### src/rtl/spi_slave_if.sv
// rtl/spi_slave_if.sv - SPI pins plus local tx/rx word handshake for one spi_slave instance.
interface spi_slave_if #(
  parameter int WIDTH = 8
);
  logic             SCLK;
  logic             CS;
  logic             MOSI;
  logic             MISO;
  logic [WIDTH-1:0] slaveDataToSend;
  logic             txLoad;
  logic [WIDTH-1:0] slaveDataReceived;
  logic             dataValid;
  logic             frameAbort;
  logic             busy;

  modport slave (
    input  SCLK, CS, MOSI, slaveDataToSend, txLoad,
    output MISO, slaveDataReceived, dataValid, frameAbort, busy
  );

  modport master (
    output SCLK, CS, MOSI, slaveDataToSend, txLoad,
    input  MISO, slaveDataReceived, dataValid, frameAbort, busy
  );
endinterface

### src/rtl/spi_slave.sv
// rtl/spi_slave.sv - oversampled LSB-first SPI slave endpoint; SPI_SLAVE_MISO_TRISTATE_EN floats MISO while idle.
module spi_slave #(
  parameter int WIDTH       = 8,
  parameter int SYNC_STAGES = 2
) (
  input logic       clk,
  input logic       reset,
  spi_slave_if.slave bus
);
  localparam int CNT_W = $clog2(WIDTH + 1);

  typedef enum logic [1:0] {IDLE, ACTIVE, DONE, HOLD} state_e;

  state_e                 state_q, state_d;
  logic [SYNC_STAGES-1:0] sclk_sync_q, cs_sync_q, mosi_sync_q;
  logic                   sclk_prev_q, cs_prev_q;
  logic [WIDTH-1:0]       tx_hold_q, tx_hold_d;
  logic [WIDTH-1:0]       tx_shift_q, tx_shift_d;
  logic [WIDTH-1:0]       rx_shift_q, rx_shift_d;
  logic [WIDTH-1:0]       rx_data_q, rx_data_d;
  logic [CNT_W-1:0]       bit_cnt_q, bit_cnt_d;
  logic                   miso_q, miso_d;
  logic                   data_valid_q, data_valid_d;
  logic                   frame_abort_q, frame_abort_d;

  logic sclk_s, cs_s, mosi_s;
  logic sclk_rise, sclk_fall, cs_fall, cs_rise;

  assign sclk_s    = sclk_sync_q[SYNC_STAGES-1];
  assign cs_s      = cs_sync_q[SYNC_STAGES-1];
  assign mosi_s    = mosi_sync_q[SYNC_STAGES-1];
  assign sclk_rise = sclk_s & ~sclk_prev_q;
  assign sclk_fall = ~sclk_s & sclk_prev_q;
  assign cs_fall   = ~cs_s & cs_prev_q;
  assign cs_rise   = cs_s & ~cs_prev_q;

  always_ff @(posedge clk) begin
    if (reset) begin
      state_q       <= IDLE;
      sclk_sync_q   <= '0;
      cs_sync_q     <= '1;
      mosi_sync_q   <= '0;
      sclk_prev_q   <= 1'b0;
      cs_prev_q     <= 1'b1;
      tx_hold_q     <= '0;
      tx_shift_q    <= '0;
      rx_shift_q    <= '0;
      rx_data_q     <= '0;
      bit_cnt_q     <= '0;
      miso_q        <= 1'b0;
      data_valid_q  <= 1'b0;
      frame_abort_q <= 1'b0;
    end else begin
      state_q       <= state_d;
      sclk_sync_q   <= {sclk_sync_q[SYNC_STAGES-2:0], bus.SCLK};
      cs_sync_q     <= {cs_sync_q[SYNC_STAGES-2:0], bus.CS};
      mosi_sync_q   <= {mosi_sync_q[SYNC_STAGES-2:0], bus.MOSI};
      sclk_prev_q   <= sclk_s;
      cs_prev_q     <= cs_s;
      tx_hold_q     <= tx_hold_d;
      tx_shift_q    <= tx_shift_d;
      rx_shift_q    <= rx_shift_d;
      rx_data_q     <= rx_data_d;
      bit_cnt_q     <= bit_cnt_d;
      miso_q        <= miso_d;
      data_valid_q  <= data_valid_d;
      frame_abort_q <= frame_abort_d;
    end
  end

  always_comb begin
    state_d       = state_q;
    tx_hold_d     = bus.txLoad ? bus.slaveDataToSend : tx_hold_q;
    tx_shift_d    = tx_shift_q;
    rx_shift_d    = rx_shift_q;
    rx_data_d     = rx_data_q;
    bit_cnt_d     = bit_cnt_q;
    data_valid_d  = 1'b0;
    frame_abort_d = 1'b0;
    // MISO trails the shift register by one cycle, so HOLD keeps the last bit.
    miso_d        = (state_q == IDLE) ? 1'b0 : tx_shift_q[0];

    case (state_q)
      IDLE: begin
        if (cs_fall) begin
          tx_shift_d = bus.txLoad ? bus.slaveDataToSend : tx_hold_q;
          bit_cnt_d  = '0;
          state_d    = ACTIVE;
        end
      end
      ACTIVE: begin
        if (cs_rise) begin
          frame_abort_d = 1'b1;
          state_d       = IDLE;
        end else if (sclk_fall) begin
          rx_shift_d = {mosi_s, rx_shift_q[WIDTH-1:1]};
          bit_cnt_d  = bit_cnt_q + CNT_W'(1);
          if (bit_cnt_q == CNT_W'(WIDTH - 1)) state_d = DONE;
        end else if (sclk_rise && bit_cnt_q != '0) begin
          tx_shift_d = tx_shift_q >> 1;
        end
      end
      DONE: begin
        rx_data_d    = rx_shift_q;
        data_valid_d = 1'b1;
        state_d      = cs_rise ? IDLE : HOLD;
      end
      HOLD: begin
        if (cs_rise) state_d = IDLE;
      end
      default: state_d = IDLE;
    endcase
  end

`ifdef SPI_SLAVE_MISO_TRISTATE_EN
  assign bus.MISO = (state_q == IDLE) ? 1'bz : miso_q;
`else
  assign bus.MISO = miso_q;
`endif
  assign bus.slaveDataReceived = rx_data_q;
  assign bus.dataValid         = data_valid_q;
  assign bus.frameAbort        = frame_abort_q;
  assign bus.busy              = (state_q != IDLE);
endmodule

### src/flat_wrapper.sv
// flat-port wrapper written by rule: the top's interface ports become plain ports
module spi_slave_flat 
#(
  parameter int WIDTH       = 8,
  parameter int SYNC_STAGES = 2
)
  (clk, reset, bus_SCLK, bus_CS, bus_MOSI, bus_slaveDataToSend, bus_txLoad, bus_MISO, bus_slaveDataReceived, bus_dataValid, bus_frameAbort, bus_busy);
  spi_slave_if #(.WIDTH(WIDTH)) bus_i ();
  input logic clk;
  input logic reset;
  input wire logic [$bits(bus_i.SCLK)-1:0] bus_SCLK;
  input wire logic [$bits(bus_i.CS)-1:0] bus_CS;
  input wire logic [$bits(bus_i.MOSI)-1:0] bus_MOSI;
  input wire logic [$bits(bus_i.slaveDataToSend)-1:0] bus_slaveDataToSend;
  input wire logic [$bits(bus_i.txLoad)-1:0] bus_txLoad;
  output wire logic [$bits(bus_i.MISO)-1:0] bus_MISO;
  output wire logic [$bits(bus_i.slaveDataReceived)-1:0] bus_slaveDataReceived;
  output wire logic [$bits(bus_i.dataValid)-1:0] bus_dataValid;
  output wire logic [$bits(bus_i.frameAbort)-1:0] bus_frameAbort;
  output wire logic [$bits(bus_i.busy)-1:0] bus_busy;
  assign bus_i.SCLK = bus_SCLK;
  assign bus_i.CS = bus_CS;
  assign bus_i.MOSI = bus_MOSI;
  assign bus_i.slaveDataToSend = bus_slaveDataToSend;
  assign bus_i.txLoad = bus_txLoad;
  assign bus_MISO = bus_i.MISO;
  assign bus_slaveDataReceived = bus_i.slaveDataReceived;
  assign bus_dataValid = bus_i.dataValid;
  assign bus_frameAbort = bus_i.frameAbort;
  assign bus_busy = bus_i.busy;
  spi_slave #(.WIDTH(WIDTH), .SYNC_STAGES(SYNC_STAGES)) u_core (.clk(clk), .reset(reset), .bus(bus_i));
endmodule
### config.mk
export PLATFORM = sky130hd
export DESIGN_NAME = spi_slave_flat
export DESIGN_NICKNAME = d
export VERILOG_FILES = /design/src/rtl/spi_slave_if.sv /design/src/rtl/spi_slave.sv /design/src/flat_wrapper.sv
export SDC_FILE = /design/constraint.sdc
export NUM_CORES = 1
export LEC_CHECK = 0
export ABC_CLOCK_PERIOD_IN_PS = 2100
export CAP_MARGIN = 20
export CORE_UTILIZATION = 50
export DETAILED_ROUTE_END_ITERATION = 10
export PLACE_DENSITY = 0.79
export SYNTH_ARGS = -nofsm -noshare
export SYNTH_HDL_FRONTEND = slang
export SYNTH_SLANG_ARGS = --single-unit
export TNS_END_PERCENT = 30
### constraint.sdc
create_clock -name clk -period 2.1 [get_ports clk]
set_input_delay 0.21 -clock clk [delete_from_list [all_inputs] [get_ports clk]]
set_output_delay 0.21 -clock clk [all_outputs]
set_load 0.1 [all_outputs]
==> results.tsv, run 1 <==
stage	metric	value	unit
route	ant_nets	0	
power_and_ir_drop	power_per_cell_area	746.3	nW/um^2
final_layout	fin_nets	246	
worst_setup_path	startpoint_type	register	
timing	fin_crit_sh	82.37	%
worst_setup_path	cp.depth	5	
worst_setup_path	cp-end-kind	register	
die	rows	22	
route	drtIter0Drc	84	
place	portBuffers	25	
hold_path	worst_hold_path.num_cells	1	
grt	antenna_found_initial	0	
logic_synthesis	synthMuxAreaShare	13.17	%
clock_tree	cts.path.max_buffers	2	
final_layout	drive_above_1_share	13.85	%
worst_setup_path	crit_family	flip-flops	
logic_synthesis	synth_top_family_by_area	simple AND/OR/NAND/NOR gates	
timing	worst_pin_slew	0.5410	ns
hold_path	hold_path_startpoint	u_core.cs_sync_q[0]	
worst_setup_path	worst_ep_arrival_time	1.96	ns
timing	slew_violations	0	
timing	hold_viol_final	0	
power_and_ir_drop	intPower	0.001323	W
worst_setup_path	crit_type	register to register	
power_and_ir_drop	power.switching	0.0003784	W
route	avgRoutedWirePerCell	12.09	um
clock_tree	clock_sinks	49	
logic_synthesis	synth.largest_area_cell	dfxtp_1	
final_layout	seq_area	980.9	um^2
route	drtPass1Iterations	4	
logic_synthesis	synthAdderAreaFrac	1.909	%
logic_synthesis	synth_warnings	0	
worst_setup_path	reg2reg_slack	0.37	ns
die	core	3661	um^2
grt	grt_pass1_wl	5.906	mm
place	postPlaceCellArea	2178	um^2
grt	track_usage	18.96	%
place	place.detailed.hpwl	2.439	mm
timing	rsz0062_at_grt	no	
place	placed_cells	271	
grt	grt_max_degree	18	
logic_synthesis	synth_top_area_share	51.61	%
die	die_area	4052	um^2
worst_setup_path	crit_path_cell_trace	inv_4, maj3_2, a211oi_4, buf_4, mux2i_1	
logic_synthesis	synth_seq_cells	49	
clock_tree	cts_tree	yes	
grt	met2_usage	31.38	%
clock_tree	root_buffer	clkbuf_8	
grt	overflow	0	
die	die_x	63.66	um
power_and_ir_drop	peakVddDrop	540.0	uV
logic_synthesis	synth-simple-area-share	19.35	%
clock_tree	path_clk_slew	0.08	ns
route	wl	3.374	mm
logic_synthesis	avgSynthCellArea	9.409	um^2
job	maxCapViolations	0	
die	start_util	51.91	%
timing	relSlewSlack	63.80	%
logic_synthesis	ys_seq_area_share	51.61	%
timing	clock_skew	0.004570	ns
grt	met1_usage	23.20	%
worst_setup_path	regToRegEndpoint	u_core.tx_shift_q[4]	
timing	tns	0	ns
final_layout	fin_util	62.27	%
timing	hold_ws	0.4167	ns
power_and_ir_drop	combPwrFrac	8.5	%
final_layout	multi_input_area	839.6	um^2
power_and_ir_drop	sw_frac_of_total	22.24	%
logic_synthesis	syn_nets	218	
logic_synthesis	postSynthCellCount	202	
die	ios	26	
place	gp_congestion	0.8366	
grt	globalRoute.busiestLayer	met2	
worst_setup_path	slowest_stage	dfxtp_1	
route	vias_per_cell	5.108	
logic_synthesis	synth_xor_area_share	0.4608	%
final_layout	final_cells	279	
final_layout	antennaDiodeCount	0	
grt	grt_pass1_vias	1310	
final_layout	final_area	2280	um^2
die	die_height	63.66	um
route	drc_errors	0	
worst_setup_path	slowest_delay	0.62	ns
clock_tree	cts_made_buffers	5	
timing	fin_crit	1.730	ns
worst_setup_path	worstPathMaxFanout	9	
power_and_ir_drop	power_frac_clock	34.5	%
hold_path	min_to	u_core.cs_sync_q[1]	
hold_path	min_path_type	register to register	
outcome	status	complete, no violations	
route	num_vias	1425	
clock_tree	cts_resized	0	
timing	fmax	0.5781	GHz
clock_tree	cts.hold.buffers_added	0	
final_layout	fillCellCount	308	
logic_synthesis	ys_types	34	
clock_tree	clock_latency	0.30	ns
logic_synthesis	synth_area_leaders	dfxtp_1, mux2i_1, nand2_1	
grt	use_met3	3.804	%
worst_setup_path	cp.buffers_inverters	2	
worst_setup_path	required	2.33	ns
power_and_ir_drop	p_leak	0.9102	nW
worst_setup_path	ff2ff_path_depth	5	
final_layout	area_delta_synth_final	19.95	%
clock_tree	htreeDepth	2	
power_and_ir_drop	p_seq_share	57.0	%
worst_setup_path	reg2reg_from	u_core.state_q[0]	
timing	setup_violations	0	
logic_synthesis	netlist_area	1901	um^2
clock_tree	cts_setup_buffers	0	
logic_synthesis	synth_compound_area_share	9.282	%
cells by family (layout without fill, tap and decap cells):
kind of cell | after synthesis | count (layout)
compound gates | 26 | 26
xor+xnor | 1 | 1
fa+ha+maj | 3 | 3
buf+inv | 18 | 47
flops | 49 | 49
mux | 25 | 25
simple gates | 80 | 80
flip-flops by register name, indices dropped and copies added (netlist names):
signal	cells
u_core.tx_hold_q	8
u_core.bus.slaveDataReceived	8
u_core.cs_prev_q	1
u_core.rx_shift_q	8
u_core.cs_sync_q	2
u_core.sclk_sync_q	2
u_core.bus.frameAbort	1
u_core.bus.dataValid	1
u_core.mosi_sync_q	2
u_core.sclk_prev_q	1
u_core.state_q	2
u_core.tx_shift_q	8
u_core.bus.MISO	1
u_core.bit_cnt_q	4
worst max path at each step:
stage,slack (ns),end,startpoint
after floorplan,0.48,u_core.tx_shift_q[0],u_core.bit_cnt_q[0]
after global placement,0.43,u_core.tx_shift_q[7],u_core.state_q[0]
after detailed placement,0.36,u_core.tx_shift_q[0],reset
after CTS,0.37,u_core.tx_shift_q[4],u_core.state_q[0]
after global routing,0.26,u_core.tx_shift_q[0],u_core.state_q[0]
final,0.37,u_core.tx_shift_q[4],u_core.state_q[0]
cell usage after synthesis:
| cell | count |
|---|---|
| clkinv_1 | 1 |
| nand2b_1 | 3 |
| nor2b_1 | 6 |
| nand3_1 | 1 |
| o21ai_1 | 1 |
| nor4b_4 | 1 |
| buf_2 | 2 |
| buf_1 | 3 |
| o22ai_1 | 1 |
| dfxtp_1 | 49 |
| nand2_1 | 37 |
| a211o_1 | 1 |
| maj3_2 | 1 |
| clkbuf_1 | 4 |
| ha_1 | 2 |
| a21oi_1 | 10 |
| inv_1 | 6 |
| and3_1 | 1 |
| nand4_1 | 1 |
| nor2_1 | 22 |
| a21boi_1 | 1 |
| or2_2 | 2 |
| a211oi_4 | 1 |
| or3_1 | 2 |
| a211oi_1 | 1 |
| o21ai_0 | 2 |
| nand4b_1 | 1 |
| a41oi_1 | 1 |
| o211ai_1 | 7 |
| inv_4 | 1 |
| mux2i_1 | 25 |
| buf_6 | 1 |
| nor3_1 | 3 |
| xnor2_1 | 1 |
metal layers:
layer / share of wire (%) / wire, um
met1: 47 / 1578
met5: 0 / 0
met2: 48 / 1625
met4: 1.7 / 59
met3: 3.3 / 111
cell type report:
cell class / instances / area share, %
clock buffers: 7 / 4.226
clock inverters: 1 / 0.2195
inverters: 8 / 1.427
multi-input cells: 135 / 36.83
flip-flops and latches: 49 / 43.03
well taps: 48 / 2.634
repair buffers: 31 / 11.64
stage by stage:
step / worst slack, ns / power (W)
after floorplan: 0.4825 / 0.001087
after global placement: 0.4318 / 0.001133
after detailed placement: 0.3617 / 0.001137
after CTS: 0.3744 / 0.001713
after global routing: 0.2643 / 0.001780
final: 0.3703 / 0.001701
power by group through the flow:
| stage | Clock, W | Sequential (W) | Combinational, W |
|---|---|---|---|
| 2_1_floorplan | 0 | 0.000986 | 0.000101 |
| 3_3_place_gp | 0 | 0.000991 | 0.000142 |
| 3_5_place_dp | 0 | 0.000991 | 0.000146 |
| 4_1_cts | 0.000597 | 0.000969 | 0.000146 |
| 5_1_grt | 0.000647 | 0.000974 | 0.000160 |
| 6_report | 0.000587 | 0.000969 | 0.000144 |
layout by cell type, fill, tap and decap left out, drive strengths merged, types with 3 or more instances in the layout:
master,n
buf,18
nor2b,6
inv,7
clkbuf,7
nor3,3
mux2i,25
o211ai,7
nand2,37
o21ai,3
a21oi,10
nand2b,3
clkdlybuf4s50,13
dfxtp,49
nor2,22
worst register-to-register path, cell delays in order (launching register included):
cell and delay [ns]:
dfxtp_1 0.62, inv_4 0.07, maj3_2 0.34, a211oi_4 0.20, buf_4 0.23, mux2i_1 0.21
No activity file was read; power rests on OpenSTA's default activity.
==> run 2, diff against run 1 <==
--- a/config.mk
+++ b/config.mk
@@ -5,7 +5,7 @@
 export SDC_FILE = /design/constraint.sdc
 export NUM_CORES = 1
 export LEC_CHECK = 0
-export ABC_CLOCK_PERIOD_IN_PS = 2100
+export ABC_CLOCK_PERIOD_IN_PS = 1700
 export CAP_MARGIN = 20
 export CORE_UTILIZATION = 50
 export DETAILED_ROUTE_END_ITERATION = 10
==> constraint.sdc (replaced) <==
create_clock -name clk -period 1.7 [get_ports clk]
set_input_delay 0.17 -clock clk [delete_from_list [all_inputs] [get_ports clk]]
set_output_delay 0.17 -clock clk [all_outputs]
set_load 0.1 [all_outputs]
==> results.tsv, run 2 (synthesis results as in run 1) <==
stage	metric	value	unit
power_and_ir_drop	power.switching	0.0004910	W
final_layout	fillCellCount	325	
grt	grt_pass1_vias	1322	
power_and_ir_drop	p_leak	0.9402	nW
final_layout	most-common-layout-cells	dfxtp_1, nand2_1, mux2i_1	
final_layout	drive_above_1_share	16.10	%
timing	hold_viol_final	0	
clock_tree	cts_made_buffers	5	
clock_tree	htreeDepth	2	
clock_tree	path_clk_slew	0.09	ns
route	avgRoutedWirePerCell	12.24	um
clock_tree	clock_sinks	49	
clock_tree	root_buffer	clkbuf_8	
grt	grt_max_degree	28	
power_and_ir_drop	sw_frac_of_total	23.29	%
clock_tree	cts.path.max_buffers	2	
power_and_ir_drop	combPwrFrac	9.3	%
grt	track_usage	19.40	%
final_layout	final_common_cell	dfxtp_1	
route	num_vias	1435	
die	die_height	63.66	um
place	gp_congestion	0.8605	
power_and_ir_drop	power_per_cell_area	900.3	nW/um^2
timing	clock_skew	0.007216	ns
power_and_ir_drop	peakVddDrop	664.7	uV
worst_setup_path	required	1.93	ns
route	drtPass1Iterations	5	
route	ant_nets	0	
power_and_ir_drop	power_frac_clock	34.0	%
die	die_x	63.66	um
outcome	status	complete, no violations	
timing	fin_crit	1.588	ns
die	start_util	51.91	%
worst_setup_path	crit_type	register to register	
final_layout	antennaDiodeCount	0	
power_and_ir_drop	intPower	0.001618	W
worst_setup_path	worst_ep_arrival_time	1.82	ns
timing	hold_ws	0.4130	ns
route	drtIter0Drc	92	
timing	relSlewSlack	72.62	%
timing	tns	0	ns
die	die_area	4052	um^2
grt	antenna_found_initial	0	
place	place.detailed.hpwl	2.384	mm
timing	fin_crit_sh	93.40	%
die	rows	22	
worst_setup_path	worstPathMaxFanout	8	
route	vias_per_cell	5.053	
grt	grt_pass1_wl	6.113	mm
place	placed_cells	276	
job	maxCapViolations	0	
worst_setup_path	cp-end-kind	register	
timing	rsz0062_at_grt	no	
final_layout	final_cells	284	
timing	worst_pin_slew	0.4081	ns
place	portBuffers	25	
timing	setup_violations	0	
final_layout	area_delta_synth_final	23.24	%
final_layout	fin_nets	251	
worst_setup_path	startpoint_type	register	
clock_tree	cts_tree	yes	
grt	overflow	0	
route	drc_errors	0	
final_layout	fin_util	63.98	%
die	ios	26	
power_and_ir_drop	p_seq_share	56.7	%
timing	fmax	0.6298	GHz
timing	slew_violations	0	
die	core	3661	um^2
clock_tree	clock_latency	0.30	ns
hold_path	min_path_type	primary input to register	
route	wl	3.477	mm
-- run 2: worst paths after layout --
| check | from | to | slack, ns | cells after the start |
|---|---|---|---|---|
| worst max-delay path | u_core.bit_cnt_q[0] | u_core.tx_shift_q[7] | 0.11 | 6 |
| worst min register to register | u_core.cs_sync_q[0] | u_core.cs_sync_q[1] | 0.41 | 1 |
| worst max register to register | u_core.bit_cnt_q[0] | u_core.tx_shift_q[7] | 0.11 | 6 |
| worst min-delay path | bus_SCLK | u_core.sclk_sync_q[0] | 0.41 | 2 |
-- run 2: timing repair --
action / 4_1_cts / 5_1_grt
gates resized for setup: 0 / 1
endpoints found under the setup margin: 0 / 2
hold buffers: 0 / 0
setup buffers: 0 / 0
endpoints found under the hold margin: 0 / 0
-- run 2: final cells by class --
| type | count | area, um^2 | area share [%] |
|---|---|---|---|
| Multi-Input combinational cell | 135 | 839.6 | 35.84 |
| Inverter | 8 | 32.53 | 1.389 |
| Clock buffer | 6 | 82.58 | 3.526 |
| Sequential cell | 49 | 982.2 | 41.93 |
| Clock inverter | 2 | 17.52 | 0.7479 |
| Timing Repair Buffer | 36 | 327.8 | 14.00 |
| Tap cell | 48 | 60.06 | 2.564 |
-- run 2: stage by stage --
| step | setup slack, ns | total power (W) | area [um^2] |
|---|---|---|---|
| 3_5_place_dp | 0.1053 | 0.001419 | 2241 |
| 6_report | 0.1121 | 0.002109 | 2342 |
| 4_1_cts | 0.06586 | 0.002129 | 2341 |
| 2_1_floorplan | 0.08252 | 0.001343 | 1901 |
| 3_3_place_gp | 0.1557 | 0.001414 | 2241 |
| 5_1_grt | 0.02627 | 0.002205 | 2342 |
-- run 2: critical path: stages, from the launching register on --
cell and delay [ns]:
dfxtp_1 0.36, inv_1 0.07, ha_1 0.19, a211o_1 0.28
a211oi_4 0.25, buf_12 0.17, mux2i_1 0.20
-- run 2: routing by layer --
layer  GRT usage [%]  share of wire, %  wire length, um
met1           25.06                46             1613
met2           31.91                50             1724
met3           3.804               2.9              101
met4           6.818               1.1               38
met5               0                 0                0
-- run 2: power groups by stage --
stage / clock network [W] / logic (W) / registers [W]
6_report: 0.000716 / 0.000197 / 0.00120
4_1_cts: 0.000735 / 0.000198 / 0.00120
5_1_grt: 0.000789 / 0.000215 / 0.00120
3_3_place_gp: 0 / 0.000192 / 0.00122
3_5_place_dp: 0 / 0.000196 / 0.00122
2_1_floorplan: 0 / 0.000125 / 0.00122
==> run 3, diff against run 2 <==
--- a/config.mk
+++ b/config.mk
@@ -10,6 +10,7 @@
 export CORE_UTILIZATION = 50
 export DETAILED_ROUTE_END_ITERATION = 10
 export PLACE_DENSITY = 0.79
+export SETUP_SLACK_MARGIN = 0.15
 export SYNTH_ARGS = -nofsm -noshare
 export SYNTH_HDL_FRONTEND = slang
 export SYNTH_SLANG_ARGS = --single-unit
==> results.tsv, run 3 (synthesis results as in run 1) <==
stage	metric	value	unit
grt	grt_pass1_vias	1330	
die	ios	26	
clock_tree	cts_made_buffers	5	
worst_setup_path	slowest_delay	0.35	ns
timing	worst_pin_slew	0.3992	ns
route	num_vias	1458	
timing	hold_ws	0.4159	ns
timing	hold_viol_final	0	
worst_setup_path	worst_ep_arrival_time	1.74	ns
final_layout	fin_nets	252	
clock_tree	clock_sinks	49	
place	gp_congestion	0.8399	
grt	track_usage	19.30	%
place	portBuffers	25	
die	die_height	63.66	um
clock_tree	path_clk_slew	0.09	ns
worst_setup_path	reg2reg_slack	0.18	ns
worst_setup_path	slowest_stage	dfxtp_2	
worst_setup_path	required	1.93	ns
clock_tree	cts_tree	yes	
timing	slew_violations	0	
final_layout	antennaDiodeCount	0	
route	drtPass1Iterations	4	
clock_tree	cts.path.max_buffers	2	
hold_path	min_path_type	primary input to register	
grt	grt_max_degree	25	
clock_tree	cts.hold.buffers_added	0	
final_layout	drive_above_1_share	20.25	%
worst_setup_path	regToRegEndpoint	u_core.tx_shift_q[7]	
power_and_ir_drop	peakVddDrop	783.2	uV
power_and_ir_drop	power_per_cell_area	975.2	nW/um^2
final_layout	final_common_cell	dfxtp_1	
die	rows	22	
route	wl	3.559	mm
timing	fin_crit_sh	89.35	%
final_layout	area_delta_synth_final	26.93	%
grt	overflow	0	
route	avgRoutedWirePerCell	12.49	um
route	vias_per_cell	5.116	
die	core	3661	um^2
power_and_ir_drop	p_leak	0.9666	nW
worst_setup_path	startpoint_type	register	
worst_setup_path	crit_family	compound AO/OA/AOI/OAI gates	
timing	clock_skew	0.006615	ns
route	drtIter0Drc	82	
place	place.detailed.hpwl	2.420	mm
route	drc_errors	0	
worst_setup_path	cp.buffers_inverters	2	
timing	fmax	0.6583	GHz
route	ant_nets	0	
die	die_area	4052	um^2
die	die_x	63.66	um
clock_tree	clock_latency	0.30	ns
timing	fin_crit	1.519	ns
clock_tree	htreeDepth	2	
timing	relSlewSlack	73.22	%
job	maxCapViolations	0	
worst_setup_path	worstPathMaxFanout	8	
final_layout	fillCellCount	304	
worst_setup_path	ff2ff_path_depth	6	
grt	antenna_found_initial	0	
worst_setup_path	crit_path_cell_trace	inv_2, ha_4, a211o_1, a211oi_4, buf_12, mux2i_2	
outcome	status	complete, no violations	
worst_setup_path	cp-startpoint	u_core.bit_cnt_q[0]	
worst_setup_path	cp-end-kind	register	
final_layout	most-common-layout-cells	dfxtp_1, nand2_1, mux2i_1	
clock_tree	root_buffer	clkbuf_8	
worst_setup_path	cp-endpoint	u_core.tx_shift_q[7]	
worst_setup_path	reg2reg_from	u_core.bit_cnt_q[0]	
die	start_util	51.91	%
timing	setup_violations	0	
grt	grt_pass1_wl	6.085	mm
worst_setup_path	crit_type	register to register	
worst_setup_path	cp.depth	6	
timing	tns	0	ns
timing	rsz0062_at_grt	yes	
-- run 3: cell types whose count changed in the layout (fill, tap and decap cells not counted), sizes merged --
cell and change:
clkbuf -1, buf +1, bufinv +2, inv -1
-- run 3: how the worst min path moves through the flow --
stage	from	to	slack [ns]	depth (start not counted)
6_report	bus_MOSI	u_core.mosi_sync_q[0]	0.42	2
2_1_floorplan	bus_CS	u_core.cs_sync_q[0]	0.27	1
4_1_cts	bus_MOSI	u_core.mosi_sync_q[0]	0.41	2
5_1_grt	bus_SCLK	u_core.sclk_sync_q[0]	0.42	2
3_5_place_dp	u_core.cs_sync_q[0]	u_core.cs_sync_q[1]	0.40	1
3_3_place_gp	u_core.cs_sync_q[0]	u_core.cs_sync_q[1]	0.40	1
-- run 3: layout make-up --
type	instances	area, um^2	share of cell area (%)
clock inverter	3	65.06	2.697
timing repair buffer	37	335.3	13.90
clock buffer	5	68.82	2.853
multi-input combinational	135	863.3	35.79
tap	48	60.06	2.490
sequential	49	987.2	40.92
inverter	8	32.53	1.349
-- run 3: what timing repair did --
action,4_1_cts,5_1_grt
buffers inserted,1,1
cloned,0,0
pin swaps,2,1
gates resized for setup,1,5
setup endpoints to repair,6,12
-- run 3: where the power goes --
group / switching [W] / internal [W]
combinational: 0.0000978 / 0.000103
sequential: 0.0000168 / 0.00118
clock: 0.000371 / 0.000584
total: 0.000486 / 0.00187
-- run 3: routing by layer --
layer	global-route usage, %	vias to the layer above	wire length [um]
li1	-	739	-
met1	24.77	683	1668
met2	30.98	30	1696
met3	4.710	6	130
met4	7.386	0	63
met5	0	-	0
-- run 3: metrics by stage --
stage / instance area (um^2) / total power [W] / utilization (%) / worst slack (ns) / instances
floorplan: 1906 / 0.001344 / - / 0.1306 / 202
global placement: 2238 / 0.001414 / 61.14 / 0.1643 / 275
detailed placement: 2238 / 0.001417 / 61.14 / 0.1400 / 275
CTS: 2381 / 0.002374 / 65.04 / 0.1514 / 284
global route: 2412 / 0.002451 / 65.89 / 0.1116 / 285
finish: 2412 / 0.002353 / 65.89 / 0.1810 / 285
